--- config.mk ---
export PLATFORM = sky130hd
export DESIGN_NAME = systolic_input_setup_flat
export DESIGN_NICKNAME = d
export VERILOG_FILES = /design/src/rtl/systolic_input_setup_if.sv /design/src/rtl/systolic_input_setup.sv /design/src/flat_wrapper.sv
export SDC_FILE = /design/constraint.sdc
export NUM_CORES = 1
export LEC_CHECK = 0
export CORE_UTILIZATION = 38
export CTS_BUF_LIST = sky130_fd_sc_hd__clkbuf_2 sky130_fd_sc_hd__clkbuf_4 sky130_fd_sc_hd__clkbuf_8
export CTS_CLUSTER_DIAMETER = 120
export DETAILED_ROUTE_END_ITERATION = 10
export PLACE_DENSITY = 0.6
export SYNTH_ARGS = -nofsm -noshare
export SYNTH_HDL_FRONTEND = slang
export SYNTH_SLANG_ARGS = --single-unit
--- constraint.sdc ---
create_clock -name clk -period 6.6 [get_ports clk]
set_input_delay 0.66 -clock clk [delete_from_list [all_inputs] [get_ports clk]]
set_output_delay 0.66 -clock clk [all_outputs]
set_load 0.005 [all_outputs]
--- src/rtl/systolic_input_setup_if.sv ---
// Host/memory-side bundle for systolic_input_setup: command, unified-buffer read
// port and the skewed activation stream toward the array's left edge.
interface systolic_input_setup_if #(
  parameter int N      = 2,
  parameter int DATA_W = 16,
  parameter int MEM_W  = 32,
  parameter int ADDR_W = 6,
  parameter int MAX_K  = 8
) ();
  localparam int KW = $clog2(MAX_K + 1);

  logic                start;
  logic [ADDR_W-1:0]   base_addr;
  logic [KW-1:0]       k_len;
  logic                hold;
  logic                mem_rd_en;
  logic [ADDR_W-1:0]   mem_rd_addr;
  logic [MEM_W-1:0]    mem_rd_data;
  logic [N*DATA_W-1:0] a_out;
  logic                a_valid;
  logic                busy;
  logic                done;

  modport master (
    output start, base_addr, k_len, hold, mem_rd_data,
    input  mem_rd_en, mem_rd_addr, a_out, a_valid, busy, done
  );

  modport slave (
    input  start, base_addr, k_len, hold, mem_rd_data,
    output mem_rd_en, mem_rd_addr, a_out, a_valid, busy, done
  );
endinterface

--- src/rtl/systolic_input_setup.sv ---
// Loads an N x K activation tile from the unified buffer into a staging store,
// then streams it into the systolic array with per-row diagonal skew.
module systolic_input_setup #(
  parameter int N      = 2,
  parameter int DATA_W = 16,
  parameter int MEM_W  = 32,
  parameter int ADDR_W = 6,
  parameter int MAX_K  = 8
) (
  input logic clk,
  input logic reset,
  systolic_input_setup_if.slave bus
);
  localparam int KW = $clog2(MAX_K + 1);
  localparam int IW = (MAX_K > 1) ? $clog2(MAX_K) : 1;
  localparam int RW = (N > 1) ? $clog2(N) : 1;
  localparam int TW = $clog2(MAX_K + N);

  typedef enum logic [1:0] {S_IDLE, S_LOAD, S_WAIT, S_STREAM} state_t;

  state_t            state_q, state_d;
  logic [KW-1:0]     k_q, k_d;
  logic [ADDR_W-1:0] addr_q, addr_d;
  logic [RW-1:0]     row_q, row_d;
  logic [KW-1:0]     col_q, col_d;
  logic [TW-1:0]     t_q, t_d;
  logic              wr_en_q, wr_en_d;
  logic [RW-1:0]     wr_row_q, wr_row_d;
  logic [IW-1:0]     wr_col_q, wr_col_d;
  logic              done_q, done_d;
  logic [KW-1:0]     k_sel;
  logic [TW-1:0]     t_last;
  logic [DATA_W-1:0] stage_q [N][MAX_K];
  logic [N*DATA_W-1:0] a_out_c;
  logic              unused_hi;

  assign unused_hi = ^bus.mem_rd_data[MEM_W-1:DATA_W];

  always_ff @(posedge clk or posedge reset) begin
    if (reset) begin
      state_q  <= S_IDLE;
      k_q      <= '0;
      addr_q   <= '0;
      row_q    <= '0;
      col_q    <= '0;
      t_q      <= '0;
      wr_en_q  <= 1'b0;
      wr_row_q <= '0;
      wr_col_q <= '0;
      done_q   <= 1'b0;
    end else begin
      state_q  <= state_d;
      k_q      <= k_d;
      addr_q   <= addr_d;
      row_q    <= row_d;
      col_q    <= col_d;
      t_q      <= t_d;
      wr_en_q  <= wr_en_d;
      wr_row_q <= wr_row_d;
      wr_col_q <= wr_col_d;
      done_q   <= done_d;
    end
  end

  // Staging contents are don't-care after reset; stale entries are masked on output.
  always_ff @(posedge clk) begin
    if (wr_en_q) stage_q[wr_row_q][wr_col_q] <= bus.mem_rd_data[DATA_W-1:0];
  end

  always_comb begin
    k_sel  = (bus.k_len > KW'(MAX_K)) ? KW'(MAX_K) : bus.k_len;
    t_last = TW'(k_q) + TW'(N) - TW'(2);
  end

  always_comb begin
    state_d  = state_q;
    k_d      = k_q;
    addr_d   = addr_q;
    row_d    = row_q;
    col_d    = col_q;
    t_d      = t_q;
    wr_en_d  = 1'b0;
    wr_row_d = row_q;
    wr_col_d = col_q[IW-1:0];
    done_d   = 1'b0;
    case (state_q)
      S_IDLE: begin
        if (bus.start) begin
          if (k_sel == '0) begin
            done_d = 1'b1;
          end else begin
            state_d = S_LOAD;
            k_d     = k_sel;
            addr_d  = bus.base_addr;
            row_d   = '0;
            col_d   = '0;
          end
        end
      end
      S_LOAD: begin
        wr_en_d = 1'b1;
        addr_d  = addr_q + ADDR_W'(1);
        if (col_q == k_q - KW'(1)) begin
          col_d = '0;
          if (row_q == RW'(N - 1)) state_d = S_WAIT;
          else                     row_d   = row_q + RW'(1);
        end else begin
          col_d = col_q + KW'(1);
        end
      end
      S_WAIT: begin
        state_d = S_STREAM;
        t_d     = '0;
      end
      S_STREAM: begin
        if (!bus.hold) begin
          if (t_q == t_last) begin
            state_d = S_IDLE;
            done_d  = 1'b1;
          end else begin
            t_d = t_q + TW'(1);
          end
        end
      end
      default: state_d = S_IDLE;
    endcase
  end

  // Row i lags row 0 by i beats; anything outside its K-wide window is zero.
  for (genvar gi = 0; gi < N; gi++) begin : g_ch
    logic signed [31:0] j;
    logic [DATA_W-1:0]  ch;
    always_comb begin
      j  = $signed({{(32-TW){1'b0}}, t_q}) - gi;
      ch = '0;
      if (state_q == S_STREAM && j >= 0 && j < $signed({{(32-KW){1'b0}}, k_q}))
        ch = stage_q[gi][j[IW-1:0]];
    end
    assign a_out_c[gi*DATA_W +: DATA_W] = ch;
  end

  assign bus.mem_rd_en   = (state_q == S_LOAD);
  assign bus.mem_rd_addr = addr_q;
  assign bus.a_out       = a_out_c;
  assign bus.a_valid     = (state_q == S_STREAM) && !bus.hold;
  assign bus.busy        = (state_q != S_IDLE);
  assign bus.done        = done_q;
endmodule
--- src/flat_wrapper.sv ---
// flat-port wrapper written by rule: the top's interface ports become plain ports
module systolic_input_setup_flat 
#(
  parameter int N      = 2,
  parameter int DATA_W = 16,
  parameter int MEM_W  = 32,
  parameter int ADDR_W = 6,
  parameter int MAX_K  = 8
)
  (clk, reset, bus_start, bus_base_addr, bus_k_len, bus_hold, bus_mem_rd_data, bus_mem_rd_en, bus_mem_rd_addr, bus_a_out, bus_a_valid, bus_busy, bus_done);
  systolic_input_setup_if #(.N(N), .DATA_W(DATA_W), .MEM_W(MEM_W), .ADDR_W(ADDR_W), .MAX_K(MAX_K)) bus_i ();
  input logic clk;
  input logic reset;
  input wire logic [$bits(bus_i.start)-1:0] bus_start;
  input wire logic [$bits(bus_i.base_addr)-1:0] bus_base_addr;
  input wire logic [$bits(bus_i.k_len)-1:0] bus_k_len;
  input wire logic [$bits(bus_i.hold)-1:0] bus_hold;
  input wire logic [$bits(bus_i.mem_rd_data)-1:0] bus_mem_rd_data;
  output wire logic [$bits(bus_i.mem_rd_en)-1:0] bus_mem_rd_en;
  output wire logic [$bits(bus_i.mem_rd_addr)-1:0] bus_mem_rd_addr;
  output wire logic [$bits(bus_i.a_out)-1:0] bus_a_out;
  output wire logic [$bits(bus_i.a_valid)-1:0] bus_a_valid;
  output wire logic [$bits(bus_i.busy)-1:0] bus_busy;
  output wire logic [$bits(bus_i.done)-1:0] bus_done;
  assign bus_i.start = bus_start;
  assign bus_i.base_addr = bus_base_addr;
  assign bus_i.k_len = bus_k_len;
  assign bus_i.hold = bus_hold;
  assign bus_i.mem_rd_data = bus_mem_rd_data;
  assign bus_mem_rd_en = bus_i.mem_rd_en;
  assign bus_mem_rd_addr = bus_i.mem_rd_addr;
  assign bus_a_out = bus_i.a_out;
  assign bus_a_valid = bus_i.a_valid;
  assign bus_busy = bus_i.busy;
  assign bus_done = bus_i.done;
  systolic_input_setup #(.N(N), .DATA_W(DATA_W), .MEM_W(MEM_W), .ADDR_W(ADDR_W), .MAX_K(MAX_K)) u_core (.clk(clk), .reset(reset), .bus(bus_i));
endmodule
# Word level (Yosys, flattened, before mapping)
# Memories as Yosys holds them, arrays and structs flattened.
# Index checks and enable logic that the tools add are counted.
# totals
output_inout_bits,42
reg_bits,27
mem_bits_rw,256
mem_count,1
word_cells,102
mem_bits_ro,0
latch_bits,0
in_bits,46
# op_classes
n_addsub,8
n_mul,0
reduce_logical,17
n_shift,0
bitwise_logic,4
n_div,0
n_lt_le_gt_ge,9
n_mux,41
n_eq_ne,12
# memory_table
name,words,word_bits,rd,rd_ports_with_merged_regs,write_ports,line,text
u_core.stage_q,2,128,2,0,1,systolic_input_setup.sv:33,logic [DATA_W-1:0] stage_q [N][MAX_K];
# ops
operator,count
$mux W128,1
$mux W16,7
$bmux W16 S3,2
$demux W16 S3,1
$ge A32 B1 Y1 const B,1
$lt A32 B5 Y1,1
$mux W4,6
$pmux W4 S2,2
$ge A4 B4 Y1 const B,3
$mux W2,6
$mux W6,2
$not A3 Y4,3
$pmux W6 S2,1
$mux W1,10
$reduce_and A3 Y1,3
$add A4 B1 Y4 const B,2
$eq A4 B4 Y1,2
$ne A2 B2 Y1 const B,4
$pmux W2 S4,1
$add A6 B1 Y6 const B,1
$logic_and A1 B1 Y1,6
$ne A2 B1 Y1 const B,3
$reduce_and A6 Y1,1
$reduce_bool A2 Y1,3
other kinds (17),19

# Longest topological paths before layout
# depth
ltp_word,6
mapped_depth,14
ltp_nobuf,9

# Worst setup path after synthesis
# No wires, ideal clock.
# synth_path
path_kind,register -> output
start,reg u_core.t_q[1]
end,out bus_a_out[21]
required_time_ns,5.940
slack_ns,2.668
t_arrival_ns,3.272
stages_incl_launch_ff,14
n_path_buf,4
path_cell_list,dfrtp_1 > clkbuf_1 > buf_1 > inv_1 > ha_1 > xnor2_1 > clkinv_1 > clkbuf_1 > ha_1 > o21a_1 > o21ai_0 > nand4b_1 > clkbuf_1 > a21oi_1
# synth_between
elab_chain_cells,6
elab_cells_between_ends,10
cone_classes,add/sub (1); order compare (2); mux (4); bitwise (1); reduce/logical (2)
# synth_rtl
element,line,text
start: declaration,systolic_input_setup.sv:26,"logic [TW-1:0] t_q, t_d;"
start signal: assignment,systolic_input_setup.sv:57,t_q <= t_d;
$sub A4 B1 Y5 (*),systolic_input_setup.sv:134,"j = $signed({{(32-TW){1'b0}}, t_q}) - gi;"
branches (longest 4 deep; another with $ge A32 B1 Y1),-,
$mux W16 (*),systolic_input_setup.sv:136,"if (state_q == S_STREAM && j >= 0 && j < $signed({{(32-KW){1'b0}}, k_q}))"
end: declaration,flat_wrapper.sv:21,output wire logic [$bits(bus_i.a_out)-1:0] bus_a_out;
# Every way passes the cells marked *. The select of a mux whose other input is x is not followed.

# Worst setup path in the final report
# layout_path
start,reg u_core.t_q[0]
end,out bus_a_out[30]
# The elaborated chain is that of the path after synthesis.

==> flow_metrics.env <==
export IMPL_syn_area_um2=11400
export IMPL_fin_tns_setup_ns=0
export IMPL_synth_main_ff_cell="edfxtp_1"
export IMPL_io_pins=88
export IMPL_cp_max_fo=33
export IMPL_drt_iter0_drc=388
export IMPL_finalHoldViolations=0
export IMPL_combPwrFrac_pct=27.0
export IMPL_start_util_pct=38.6
export IMPL_grt_pass1_vias=6412
export IMPL_yosys_top_cells_area="edfxtp_1 (67%), mux4_2 (13%), dfrtp_1 (5.9%), ha_1 (1.9%), mux2i_1 (1.7%)"
export IMPL_cts_resized=0
export IMPL_p_seq_share_pct=43.1
export IMPL_die_y_um=175
export IMPL_clockRootBuffer="clkbuf_8"
export IMPL_peakVddDrop_mv=0.249
export IMPL_fp_row_count=63
export IMPL_clkPwrFrac_pct=29.9
export IMPL_synth_seq_cells=283
export IMPL_post_cts_repair_setup_buffers=0
export IMPL_die_area_um2=30700
export IMPL_coreArea_um2=29600
export IMPL_wirelength_mm=22.9
export IMPL_port_buffer_count=71
export IMPL_layout_setup_ws_ns=1.07
export IMPL_yosysSeqAreaShare_pct=73.3
export IMPL_cap_violations=0
export IMPL_switching_power_mw=1.54
export IMPL_grt_overflow=0
export IMPL_grtUsageMet3_pct=3.72
export IMPL_routedWlPerCell_um=20.0
export IMPL_outcome="completed"
export IMPL_cts_tree="yes"
export IMPL_drcViolationCount=0
export IMPL_synthesis_instances=622
export IMPL_min_path_type="register to register"
export IMPL_timing_slew_headroom_pct=27.5
export IMPL_synth_most_common_cell="edfxtp_1"
export IMPL_rr_worst_depth=2
export IMPL_synth_area_leader_cell="edfxtp_1"
export IMPL_area_growth_pct=19.5
export IMPL_synthArstFlopShare_pct=9.54
export IMPL_layout_min_cycle_time_ns=5.53
export IMPL_cts_htree_levels=2
export IMPL_path_clk_slew_ns=0.06
export IMPL_diodes=0
export IMPL_period_share_pct=83.7
export IMPL_ant_nets=0
export IMPL_powerDensity_nw_per_um2=379
export IMPL_clock_latency_ns=0.57
export IMPL_cp_required_ns=5.94
export IMPL_fin_worst_skew_ns=0.0213
export IMPL_clock_sinks=283
export IMPL_synth_cell_types=40
export IMPL_numCtsBuffers=47
export IMPL_viasPerCell=5.10
export IMPL_slew_violations=0
export IMPL_max_freq_mhz=181
export IMPL_clock_path_buffers=3
export IMPL_antenna_found_initial=0
export IMPL_gr_usage_met2_pct=26.1
export IMPL_grt_max_degree=45
export IMPL_rsz0062_at_grt="no"
export IMPL_die_w_um=175
export IMPL_leakage_nw=4.43
export IMPL_end_kind="output port"
export IMPL_firstDrtPassIters=4
export IMPL_globalRoute_busiestLayer="met2"
export IMPL_startpoint_type="register"
export IMPL_syn_area_per_cell_um2=18.4
export IMPL_path_class="register to output port"
export IMPL_swShare_pct=29.7
export IMPL_place_congestion=0.751
export IMPL_grt_usage_pct=15.5
export IMPL_cp_arrival_ns=4.87
export IMPL_synth_top_cell_area_share_pct=67.3
export IMPL_synth_edff_count=256
export IMPL_worstHoldPathCells=0
export IMPL_syn_num_nets=685
export IMPL_setup_violations_final=0
export IMPL_grtUsageMet1_pct=19.6
export IMPL_vias=5836
export IMPL_yosys_top_cells_count="edfxtp_1 (256), mux4_2 (64), nand2_1 (49), nor2_1 (30), a21oi_1 (28)"
export IMPL_hpwl_mm=13.4
export IMPL_power_internal_mw=3.63
export IMPL_dp_slack_ns=1.53
export IMPL_num_nets_final=784
export IMPL_tightest_slew_ns=1.09
export IMPL_grt_pass1_wl_mm=35.9
export IMPL_cts_hold_buf=0
export IMPL_layout_drive_gt1_share_pct=21.7
export IMPL_yosysWarnings=0
==> layout make-up <==
cell class | instances | area [um2]
Tap cell | 390 | 488
Multi-Input combinational cell | 292 | 2980
Clock buffer | 63 | 773
Timing Repair Buffer | 82 | 793
Fill cell | 2521 | 15900
Inverter | 15 | 56.3
Sequential cell | 283 | 8370
Clock inverter | 20 | 180
==> worst paths after layout <==
path	start	to	slack (ns)
min in group asynchronous	reset	u_core.bus.mem_rd_addr[4]	0.70
setup reg to reg	u_core.wr_col_q[1]	u_core.stage_q[0][79]	4.14
max in group asynchronous	reset	u_core.t_q[0]	5.10
hold / removal	u_core.row_q	u_core.wr_row_q	0.42
setup / recovery	u_core.t_q[0]	bus_a_out[30]	1.07
hold reg to reg	u_core.row_q	u_core.wr_row_q	0.42
==> critical path, stage by stage, from the launching register on <==
cell and delay, ns:
dfrtp_4 0.77, inv_1 0.14, ha_1 0.31, buf_4 0.41, inv_1 0.13, ha_1 0.29, nor2b_1 0.13, o21a_1 0.16
o21ai_0 0.14, nand4b_1 0.77, a21oi_1 0.51, clkdlybuf4s50_1 0.57
==> power groups by stage <==
stage | clock [mW] | combinational [mW] | sequential (mW)
after floorplan | 0 | 0.991 | 2.18
after global placement | 0 | 1.39 | 2.25
after detailed placement | 0 | 1.41 | 2.26
after CTS | 1.59 | 1.42 | 2.23
after global routing | 1.66 | 1.54 | 2.25
final | 1.55 | 1.39 | 2.23
==> sequential cells by signal (all words and copies together), names as in the netlist <==
signal and flops:
u_core.k_q 4, u_core.wr_col_q 3, u_core.bus.mem_rd_addr 6, u_core.state_q 2, u_core.col_q 4, u_core.bus.done 1, u_core.row_q 1, u_core.wr_row_q 1
u_core.t_q 4, u_core.wr_en_q 1, u_core.stage_q 256
==> metrics by stage <==
step                      std cells  hold WS (ns)  instance area [um2]  power (mW)  utilization [%]
after floorplan                 622         0.370                11400        3.18                -
after global placement         1062         0.387                12700        3.64             42.9
after detailed placement       1062         0.400                12700        3.68             42.9
after CTS                      1145         0.416                13600        5.24             46.2
after global routing           1145         0.433                13600        5.45             46.2
final                          1145         0.415                13600        5.17             46.2
==> cells by family (layout without fill, tap and decap cells) <==
| logic type | after synthesis | in the layout | share of synthesized area [%] |
|---|---|---|---|
| AOI/OAI and AO/OA | 54 | 54 | 2.86 |
| xor gates and xnor gates | 10 | 10 | 0.767 |
| adders and majority gates | 17 | 17 | 1.86 |
| buffers and inverters | 47 | 180 | 1.76 |
| DFF | 283 | 283 | 73.3 |
| muxes | 84 | 84 | 14.4 |
| and+or+nand+nor | 127 | 127 | 5.05 |
==> cell usage in the layout, fill, tap and decap left out, drive strengths merged, types with 2 or more instances in the layout <==
cell | Yosys | final
nand3 | 10 | 10
a21o | 2 | 2
dfrtp | 27 | 27
bufinv | 0 | 3
mux4 | 64 | 64
clkdlybuf4s50 | 0 | 71
o41ai | 2 | 2
clkbuf | 18 | 63
ha | 17 | 17
nand2b | 5 | 5
clkinv | 1 | 17
a22o | 2 | 2
xor2 | 3 | 3
nor2 | 30 | 30
nand4 | 2 | 2
o21a | 2 | 2
a21oi | 28 | 28
inv | 14 | 15
o21ai | 14 | 14
xnor2 | 7 | 7
mux2i | 19 | 19
edfxtp | 256 | 256
and3 | 3 | 3
buf | 14 | 11
nand2 | 49 | 49
nor2b | 4 | 4
nor4 | 4 | 4
nor3 | 14 | 14
nand3b | 2 | 2
==> routing by layer <==
layer / vias up / routed length [um]
li1: 2660 / -
met1: 2980 / 9670
met2: 157 / 11400
met3: 39 / 1250
met4: 0 / 524
met5: - / 0
Note: power is estimated with default switching activity, not from simulation.
